**src/rtl/dmem_uart_dump_ctrl_if.sv**
```systemverilog
// ---------------------------------------------------------------------------
// dmem_uart_dump_ctrl_if
// Bundles the two buses the dump controller sits between:
//   memory side : memAddress/memReadEn (controller -> memory),
//                 memData (combinational read data), cpuBusy (CPU owns port)
//   UART side   : txStart/txData (controller -> transmitter),
//                 txBusy (transmitter still shifting a byte)
// Modports:
//   master - the dump controller
//   slave  - the memory/CPU/UART environment around it
// ---------------------------------------------------------------------------
interface dmem_uart_dump_ctrl_if;
    logic [31:0] memAddress;
    logic        memReadEn;
    logic [31:0] memData;
    logic        cpuBusy;
    logic        txStart;
    logic [7:0]  txData;
    logic        txBusy;

    modport master (
        output memAddress, memReadEn, txStart, txData,
        input  memData, cpuBusy, txBusy
    );

    modport slave (
        input  memAddress, memReadEn, txStart, txData,
        output memData, cpuBusy, txBusy
    );
endinterface

```
**src/rtl/dmem_uart_dump_ctrl.sv**
```systemverilog
// ---------------------------------------------------------------------------
// dmem_uart_dump_ctrl
// Dumps a contiguous word range of data memory out of the byte-wide UART.
// Each word is read through the shared combinational read port (only when
// the CPU does not own it), split into four bytes and handed to the
// transmitter one at a time under a start/busy handshake.
// Ports:
//   clk, rst              clock, asynchronous active-high reset
//   start                 one-cycle dump request, honoured only when idle
//   abort                 stop the dump at the next edge (ignored when idle)
//   firstAddr, lastAddr   inclusive word range, latched on an accepted start;
//                         lastAddr < firstAddr wraps through the top address
//   bus (master)          memory read port + UART transmit handshake
//   busy                  controller is not idle
//   done                  one-cycle pulse after the last byte has finished
//   wordCount             words fully transmitted in the current/last dump
// ---------------------------------------------------------------------------
module dmem_uart_dump_ctrl #(
    parameter int ADDR_W    = 10,
    parameter bit LSB_FIRST = 1'b0
) (
    input  logic                clk,
    input  logic                rst,
    input  logic                start,
    input  logic                abort,
    input  logic [ADDR_W-1:0]   firstAddr,
    input  logic [ADDR_W-1:0]   lastAddr,
    dmem_uart_dump_ctrl_if.master bus,
    output logic                busy,
    output logic                done,
    output logic [ADDR_W:0]     wordCount
);

    typedef enum logic [2:0] {
        IDLE,
        READ,
        SEND,
        ACK_HI,
        ACK_LO
    } state_t;

    state_t            r_state;
    logic [ADDR_W-1:0] r_curAddr;
    logic [ADDR_W-1:0] r_endAddr;
    logic [1:0]        r_byteIdx;
    logic [31:0]       r_shift;
    logic              r_ackWait;
    logic              r_busy;
    logic              r_done;
    logic [ADDR_W:0]   r_wordCount;

    logic              w_readFire;
    logic              w_sendFire;

    // The read strobe and the byte strobe must react to cpuBusy/txBusy/abort
    // in the same cycle, so they are decoded from the state register rather
    // than registered a cycle late. An abort suppresses both.
    assign w_readFire = (r_state == READ) && !bus.cpuBusy && !abort;
    assign w_sendFire = (r_state == SEND) && !bus.txBusy && !abort;

    assign bus.memAddress = 32'(r_curAddr);
    assign bus.memReadEn  = w_readFire;
    assign bus.txStart    = w_sendFire;
    // The next byte to go out always sits at one end of the shift register.
    assign bus.txData     = LSB_FIRST ? r_shift[7:0] : r_shift[31:24];

    assign busy      = r_busy;
    assign done      = r_done;
    assign wordCount = r_wordCount;

    // Dump sequencer. ACK_HI gives the transmitter two cycles to raise
    // txBusy; a transmitter that finishes faster than that never shows busy,
    // so after the second quiet cycle the byte is taken as already sent.
    always_ff @(posedge clk or posedge rst) begin
        if (rst) begin
            r_state     <= IDLE;
            r_curAddr   <= '0;
            r_endAddr   <= '0;
            r_byteIdx   <= '0;
            r_shift     <= '0;
            r_ackWait   <= 1'b0;
            r_busy      <= 1'b0;
            r_done      <= 1'b0;
            r_wordCount <= '0;
        end else begin
            r_done <= 1'b0;
            if ((r_state != IDLE) && abort) begin
                r_state <= IDLE;
                r_busy  <= 1'b0;
            end else begin
                case (r_state)
                    IDLE: begin
                        if (start) begin
                            r_curAddr   <= firstAddr;
                            r_endAddr   <= lastAddr;
                            r_wordCount <= '0;
                            r_busy      <= 1'b1;
                            r_state     <= READ;
                        end
                    end
                    READ: begin
                        if (w_readFire) begin
                            r_shift   <= bus.memData;
                            r_byteIdx <= 2'd0;
                            r_state   <= SEND;
                        end
                    end
                    SEND: begin
                        if (w_sendFire) begin
                            r_ackWait <= 1'b0;
                            r_state   <= ACK_HI;
                        end
                    end
                    ACK_HI: begin
                        if (bus.txBusy || r_ackWait) begin
                            r_state <= ACK_LO;
                        end else begin
                            r_ackWait <= 1'b1;
                        end
                    end
                    ACK_LO: begin
                        if (!bus.txBusy) begin
                            if (r_byteIdx != 2'd3) begin
                                r_byteIdx <= r_byteIdx + 2'd1;
                                r_shift   <= LSB_FIRST ? (r_shift >> 8) : (r_shift << 8);
                                r_state   <= SEND;
                            end else begin
                                r_wordCount <= r_wordCount + (ADDR_W+1)'(1);
                                if (r_curAddr == r_endAddr) begin
                                    r_state <= IDLE;
                                    r_busy  <= 1'b0;
                                    r_done  <= 1'b1;
                                end else begin
                                    // Natural overflow gives the wrap to address 0.
                                    r_curAddr <= r_curAddr + ADDR_W'(1);
                                    r_state   <= READ;
                                end
                            end
                        end
                    end
                    default: begin
                        r_state <= IDLE;
                        r_busy  <= 1'b0;
                    end
                endcase
            end
        end
    end

endmodule

```
**src/flat_wrapper.sv**
```systemverilog
// flat-port wrapper written by rule: the top's interface ports become plain ports
module dmem_uart_dump_ctrl_flat 
#(
    parameter int ADDR_W    = 10,
    parameter bit LSB_FIRST = 1'b0
)
  (clk, rst, start, abort, firstAddr, lastAddr, busy, done, wordCount, bus_memAddress, bus_memReadEn, bus_txStart, bus_txData, bus_memData, bus_cpuBusy, bus_txBusy);
  dmem_uart_dump_ctrl_if bus_i ();
  input  logic clk;
  input  logic rst;
  input  logic start;
  input  logic abort;
  input  logic [ADDR_W-1:0] firstAddr;
  input  logic [ADDR_W-1:0] lastAddr;
  output logic busy;
  output logic done;
  output logic [ADDR_W:0] wordCount;
  output wire logic [$bits(bus_i.memAddress)-1:0] bus_memAddress;
  output wire logic [$bits(bus_i.memReadEn)-1:0] bus_memReadEn;
  output wire logic [$bits(bus_i.txStart)-1:0] bus_txStart;
  output wire logic [$bits(bus_i.txData)-1:0] bus_txData;
  input wire logic [$bits(bus_i.memData)-1:0] bus_memData;
  input wire logic [$bits(bus_i.cpuBusy)-1:0] bus_cpuBusy;
  input wire logic [$bits(bus_i.txBusy)-1:0] bus_txBusy;
  assign bus_memAddress = bus_i.memAddress;
  assign bus_memReadEn = bus_i.memReadEn;
  assign bus_txStart = bus_i.txStart;
  assign bus_txData = bus_i.txData;
  assign bus_i.memData = bus_memData;
  assign bus_i.cpuBusy = bus_cpuBusy;
  assign bus_i.txBusy = bus_txBusy;
  dmem_uart_dump_ctrl #(.ADDR_W(ADDR_W), .LSB_FIRST(LSB_FIRST)) u_core (.clk(clk), .rst(rst), .start(start), .abort(abort), .firstAddr(firstAddr), .lastAddr(lastAddr), .bus(bus_i), .busy(busy), .done(done), .wordCount(wordCount));
endmodule
```
**config.mk**
```make
export PLATFORM = sky130hd
export DESIGN_NAME = dmem_uart_dump_ctrl_flat
export DESIGN_NICKNAME = d
export VERILOG_FILES = /design/src/rtl/dmem_uart_dump_ctrl_if.sv /design/src/rtl/dmem_uart_dump_ctrl.sv /design/src/flat_wrapper.sv
export SDC_FILE = /design/constraint.sdc
export NUM_CORES = 1
export LEC_CHECK = 0
export CAP_MARGIN = 20
export CORE_MARGIN = 5
export CORE_UTILIZATION = 43
export DETAILED_ROUTE_END_ITERATION = 8
export PLACE_DENSITY = 0.76
export SETUP_SLACK_MARGIN = 0.3
export SLEW_MARGIN = 20
export SYNTH_ARGS = -nofsm -noshare
export SYNTH_HDL_FRONTEND = slang
export SYNTH_SLANG_ARGS = --single-unit
```
**constraint.sdc**
```tcl
create_clock -name clk -period 2.27 [get_ports clk]
set_clock_uncertainty 0.1 [all_clocks]
set_input_delay 0.3405 -clock clk [delete_from_list [all_inputs] [get_ports clk]]
set_output_delay 0.3405 -clock clk [all_outputs]
set_load 0.01 [all_outputs]
```
# --- Word-level counts from Yosys, hierarchy flattened ---
# Index checks and enable logic that the tools add are counted.
classes:
  n_addsub: 3
  eq_ne: 22
  n_mux: 40
  bitwise: 1
  reduce_logical: 22
ops:
  columns: ["op", "count"]
  rows:
  - ["32-bit 2-to-1 mux", 3]
  - ["32-bit case mux with 2 select lines", 1]
  - ["10-bit 2-to-1 mux", 4]
  - ["11-bit 2-to-1 mux", 3]
  - ["11-bit case mux with 2 select lines", 1]
  - ["3-bit 2-to-1 mux", 7]
  - ["10-bit case mux with 2 select lines", 1]
  - ["5-bit AND reduction", 4]
  - ["2-bit inequality test, second input constant", 8]
  - ["3-bit case mux with 5 select lines", 1]
  - ["1-bit 2-to-1 mux", 13]
  - ["11-bit by 1-bit adder with 11-bit output, second input constant", 1]
  - ["10-bit by 1-bit adder with 10-bit output, second input constant", 1]
  - ["10-bit equality test", 1]
  - ["3-bit by 2-bit inequality test with 1-bit output, second input constant", 3]
  - ["3-bit by 2-bit equality test with 1-bit output, second input constant", 2]
  - ["2-bit 2-to-1 mux", 3]
  - ["3-bit by 1-bit inequality test with 1-bit output, second input constant", 2]
  - ["3-bit inequality test, second input constant", 2]
  - ["6-bit AND reduction", 1]
  - ["2-bit nonzero test", 3]
  - ["1-bit logical AND", 5]
  - ["2-bit by 1-bit inequality test with 1-bit output, second input constant", 2]
  - ["2-bit case mux with 2 select lines", 1]
  - ["other kinds (13)", 15]
totals:
  regBits: 71
  input_bits: 58
  output_inout_bits: 55
  wordCells: 97

# --- Logic depth before layout (Yosys ltp) ---
# Gate-level depths: netlist of the first run.
logic_depth:
  ltp_word: 6
  depth_mapped: 8
  mapped_depth_nobuf: 6

# --- Worst setup path after synthesis of the first run ---
# Ideal clock, no wire load.
synth_path:
  path_kind: "register to register"
  from: "register u_core.r_state[0]"
  to: "register u_core.r_curAddr[0]"
  setup_ps: 124
  t_arrival_ps: 1686
  t_required_ps: 2046
  path_slack_ps: 360
  stages_incl_launch_ff: 8
  path_buffers: 2
  cell_sequence: "dfrtp_1 -> nor3_4 -> and2_4 -> buf_8 -> o21ai_2 -> buf_6 -> or2_4 -> a211o_1"
synth_between:
  elab_chain_cells: 4
synth_rtl:
  columns: ["element", "line", "source"]
  rows:
  - ["start: declaration", "dmem_uart_dump_ctrl.sv:42", "state_t r_state;"]
  - ["start signal: assignment", "dmem_uart_dump_ctrl.sv:76", "r_state <= IDLE;"]
  - ["start signal: assignment", "dmem_uart_dump_ctrl.sv:88", "r_state <= IDLE;"]
  - ["start signal: assignment", "dmem_uart_dump_ctrl.sv:98", "r_state <= READ;"]
  - ["branches (longest 4 deep; another with 6-bit AND reduction)", null, null]
  - ["end signal: assignment", "dmem_uart_dump_ctrl.sv:94", "r_curAddr <= firstAddr;"]
  - ["end signal: assignment", "dmem_uart_dump_ctrl.sv:135", "r_curAddr <= r_curAddr + ADDR_W'(1);"]
  - ["end: declaration", "dmem_uart_dump_ctrl.sv:43", "logic [ADDR_W-1:0] r_curAddr;"]
# Several ways; the timed one is not identified.
# A chain may end at the register's enable or synchronous reset.

# --- Final worst setup path of the first run ---
layout_path:
  from: "register u_core.r_state[2]"
  to: "output bus_memReadEn"
layout_between:
  elab_chain_cells: 3
layout_rtl:
  columns: ["element", "line", "source"]
  rows:
  - ["3-bit by 1-bit equality test with 1-bit output", "dmem_uart_dump_ctrl.sv:58", "assign w_readFire = (r_state == READ) && !bus.cpuBusy && !abort;"]
  - ["1-bit logical AND (2 in series)", "dmem_uart_dump_ctrl.sv:58", null]
  - ["end: declaration", "flat_wrapper.sv:19", "output wire logic [$bits(bus_i.memReadEn)-1:0] bus_memReadEn;"]
# No other way between the ends.

==> summary.txt, run 1 <==
Run status
  – Status: complete, no violations

Timing
  – Tcrit/Tclk final: 0.899
  – Hold Vio Cnt, Final: 0
  – Setup TNS: 0 ps
  – Slew Limit Fails: 0
  – Max Clk Rate: roughly 490 MHz
  – Clock period minus worst slack: around 2000 ps
  – Final count of negative-setup-slack endpoints: 0
  – RSZ-0062 raised after global routing: yes

Logic synthesis
  – Post-synth EDFFs: 0
  – Yosys reg bits: 71
  – Syn avg cell area: between 9 and 10 um^2
  – Ys async rst share: 1.00
  – Sequential fraction of the synthesis area: 0.458
  – Distinct cells, synth: a little over 50
  – Gate Count Post-Synth: between 400 and 500
  – Post-synth top flop: dfrtp_1
  – Ys Warns: 0
  – Cell Area, Synth: 3880 um^2

GRT
  – Initial antenna violation count: 0
  – First-pass GRT wire length: 15600 um
  – GRT Util Overall: 0.170
  – Grt ovf: 0
  – Largest net degree at the start of global routing: 72
  – Vias in the first global route: about 3200

CTS
  – Clock transition at the registers of the reported paths: 80 ps
  – H-Tree Depth: 3
  – CTS Buf Count: 9
  – CTS Root Buffer Type: clkbuf_8
  – Max Root-Sink Buffers: 2
  – Clock sink total: 71
  – Hold_buf cts: 0
  – Clk_lat worst skew: 350 ps
  – CTS tree: built

Setup path
  – Reg2Reg Depth: 7
  – Critical path fanouts, max: 3
  – Startpoint Class: flip-flop
  – Crit path arrival time: 1600 ps
  – Required time of the critical path: 1830 ps
  – Crit Path Class: flip-flop to output port
  – Critical Path Sink Type: output port

Detailed routing
  – Met2 routed WL: about 4800 um
  – Met3 wire length: 638 um
  – DR vias/cell: around 5.3
  – Total number of vias: between 3000 and 4000
  – WL per Instance: between 15 and 20 um
  – Drc violations: 0
  – Highest Signal Layer: met4
  – WL met1: ~4300 um
  – Total wire length: between 9000 and 10000 um
  – Final ANT Viol Nets: 0
  – DRT Pass-1 Iters: 4
  – Iteration-0 DRC Markers: approximately 110

Layout
  – Fin area: approximately 5500 um^2
  – Multi-input combinational cell area: roughly 2000 um^2
  – Area Overhead vs Synth: 42.1%
  – Post-layout util: 0.630
  – Reg area: between 1500 and 2000 um^2
  – N_diodes: 0
  – Filler Cell Count: just over 700
  – Most frequent cells in the layout: 86 x clkdlybuf4s50_1, 66 x dfrtp_1, 56 x nand2_1
  – Most common cell after layout, fill and taps aside: clkdlybuf4s50_1
  – Layout cells sized above 1: 0.228
  – Post-Layout Cell Count: ~630
  – Nets: roughly 580

Power
  – Overall Power: ~6 mW
  – Leak: between 2 and 2.5 nW
  – Net switching share of the total power: 0.354
  – Int Pwr: ~3.9 mW
  – Switching power: 2.12 mW
  – Clk pwr share: 0.183
  – Logic pwr share: 0.444
  – Total power divided by cell area: between 1000 and 1500 nW/um^2
  – Seq pwr share: 0.373
  – Peak VDD IR: just over 600 uV

Floorplan
  – IO Count: between 100 and 150
  – DIE HEIGHT: ~110 um
  – # rows: 34
  – Core area: about 9000 um^2
  – DIE AREA: between 10000 and 15000 um^2
  – Die width: about 110 um
  – Starting Density: 0.443

Placement
  – Placed insts: slightly below 600
  – Port buffer count: 90
  – Placed cell area: roughly 4900 um^2
  – GPL Wtd Cong: around 0.85
  – Post-DP HPWL: between 6000 and 7000 um

Run
  – Maxcap violations: 0

Worst hold path
  – HP Class: input port to asynchronous set/reset pin
-- layout make-up --
| type | instances | share of cell area |
|---|---|---|
| timing repair buffer | 133 | 0.238 |
| sequential | 71 | 0.323 |
| multi-input combinational | 295 | 0.373 |
| clock inverter | 6 | 0.0156 |
| clock buffer | 9 | 0.0224 |
| inverter | 4 | 0.00340 |
| tap | 108 | 0.0245 |
-- cell usage after synthesis, types with 3 or more instances --
cell type / count / share of area
nor2_1: 12 / 0.012
buf_4: 32 / 0.062
nor4_1: 5 / 0.0081
dfrtp_1: 71 / 0.46
inv_1: 4 / 0.0039
ha_1: 3 / 0.0097
or4_1: 3 / 0.0058
o31ai_1: 5 / 0.0097
a2bb2oi_1: 9 / 0.020
nand2_1: 58 / 0.056
o21ai_0: 47 / 0.061
nand3_1: 6 / 0.0077
buf_2: 8 / 0.010
nand4_1: 10 / 0.016
mux2i_1: 26 / 0.067
mux2_2: 11 / 0.032
o21a_1: 3 / 0.0058
clkbuf_1: 10 / 0.0097
nand2b_1: 3 / 0.0048
or3_1: 3 / 0.0048
a21oi_1: 12 / 0.015
nor3_1: 12 / 0.015
a211oi_1: 3 / 0.0058
xnor2_1: 10 / 0.023
-- per-layer routing --
metal  global-route usage  vias to the layer above
met4               0.0521                        0
li1                     -                     1607
met5                    0                        -
met2                0.265                      124
met1                0.231                     1554
met3               0.0475                       17
-- metrics by stage --
step	hold WS (ps)	setup WS, ps
5_1_grt	365	150
3_3_place_gp	361	-278
3_5_place_dp	370	-332
6_report	344	230
4_1_cts	346	239
2_1_floorplan	329	360
-- timing repair --
action,in CTS,in global routing
endpoints found under the setup margin,16,36
gates resized for setup,19,51
cloned,0,2
pin swaps,6,24
buffers inserted,9,4
-- flip-flops by register name (all words and copies together) (netlist names) --
register,cells
u_core.r_shift,32
u_core.wordCount,11
u_core.r_curAddr,10
u_core.r_endAddr,10
u_core.r_state,3
u_core.r_byteIdx,2
u_core.busy,1
u_core.done,1
u_core.r_ackWait,1
-- kinds of logic after synthesis --
family / after synthesis / synth area share
AND/OR/NAND/NOR: 130 / 0.169
AO/OA/AOI/OAI: 92 / 0.144
flip-flops: 71 / 0.458
buffers and inverters: 57 / 0.0954
multiplexers: 37 / 0.0989
XOR/XNOR: 11 / 0.0248
adder cells (fa/ha/maj): 3 / 0.00967
other: 1 / 0.000966
-- final timing paths --
kind                                         from  slack, ps                   to
worst max register to register  u_core.r_state[0]        270  u_core.wordCount[9]
worst min-delay path                          rst        340   u_core.r_shift[15]
worst max-delay path            u_core.r_state[2]        230        bus_memReadEn
max in group asynchronous                     rst       1400    u_core.r_state[0]
min in group clk                u_core.r_shift[5]        380    u_core.r_shift[5]
worst min register to register  u_core.r_shift[5]        380    u_core.r_shift[5]
-- power by group through the flow --
stage	clock network (mW)	logic, mW	registers [mW]
after floorplan	0	1.40	2.12
after global placement	0	2.10	2.18
after detailed placement	0	2.15	2.20
after CTS	1.11	2.27	2.18
after global routing	1.18	2.90	2.30
final	1.10	2.66	2.23
-- critical path, stage by stage, from the launching register on --
cell and delay (ps):
dfrtp_1 400, and3b_1 170, o21a_1 190, a21oi_2 130
and4b_1 230, buf_2 140
Power figures use the tool's default switching activity.
==> run 2: changes to the inputs <==
--- a/config.mk
+++ b/config.mk
@@ -5,7 +5,7 @@
 export SDC_FILE = /design/constraint.sdc
 export NUM_CORES = 1
 export LEC_CHECK = 0
-export CAP_MARGIN = 20
+export CAP_MARGIN = 15
 export CORE_MARGIN = 5
 export CORE_UTILIZATION = 43
 export DETAILED_ROUTE_END_ITERATION = 8
==> results of run 2 <==
The final DEF is identical to that of run 1; final timing and power are the same.
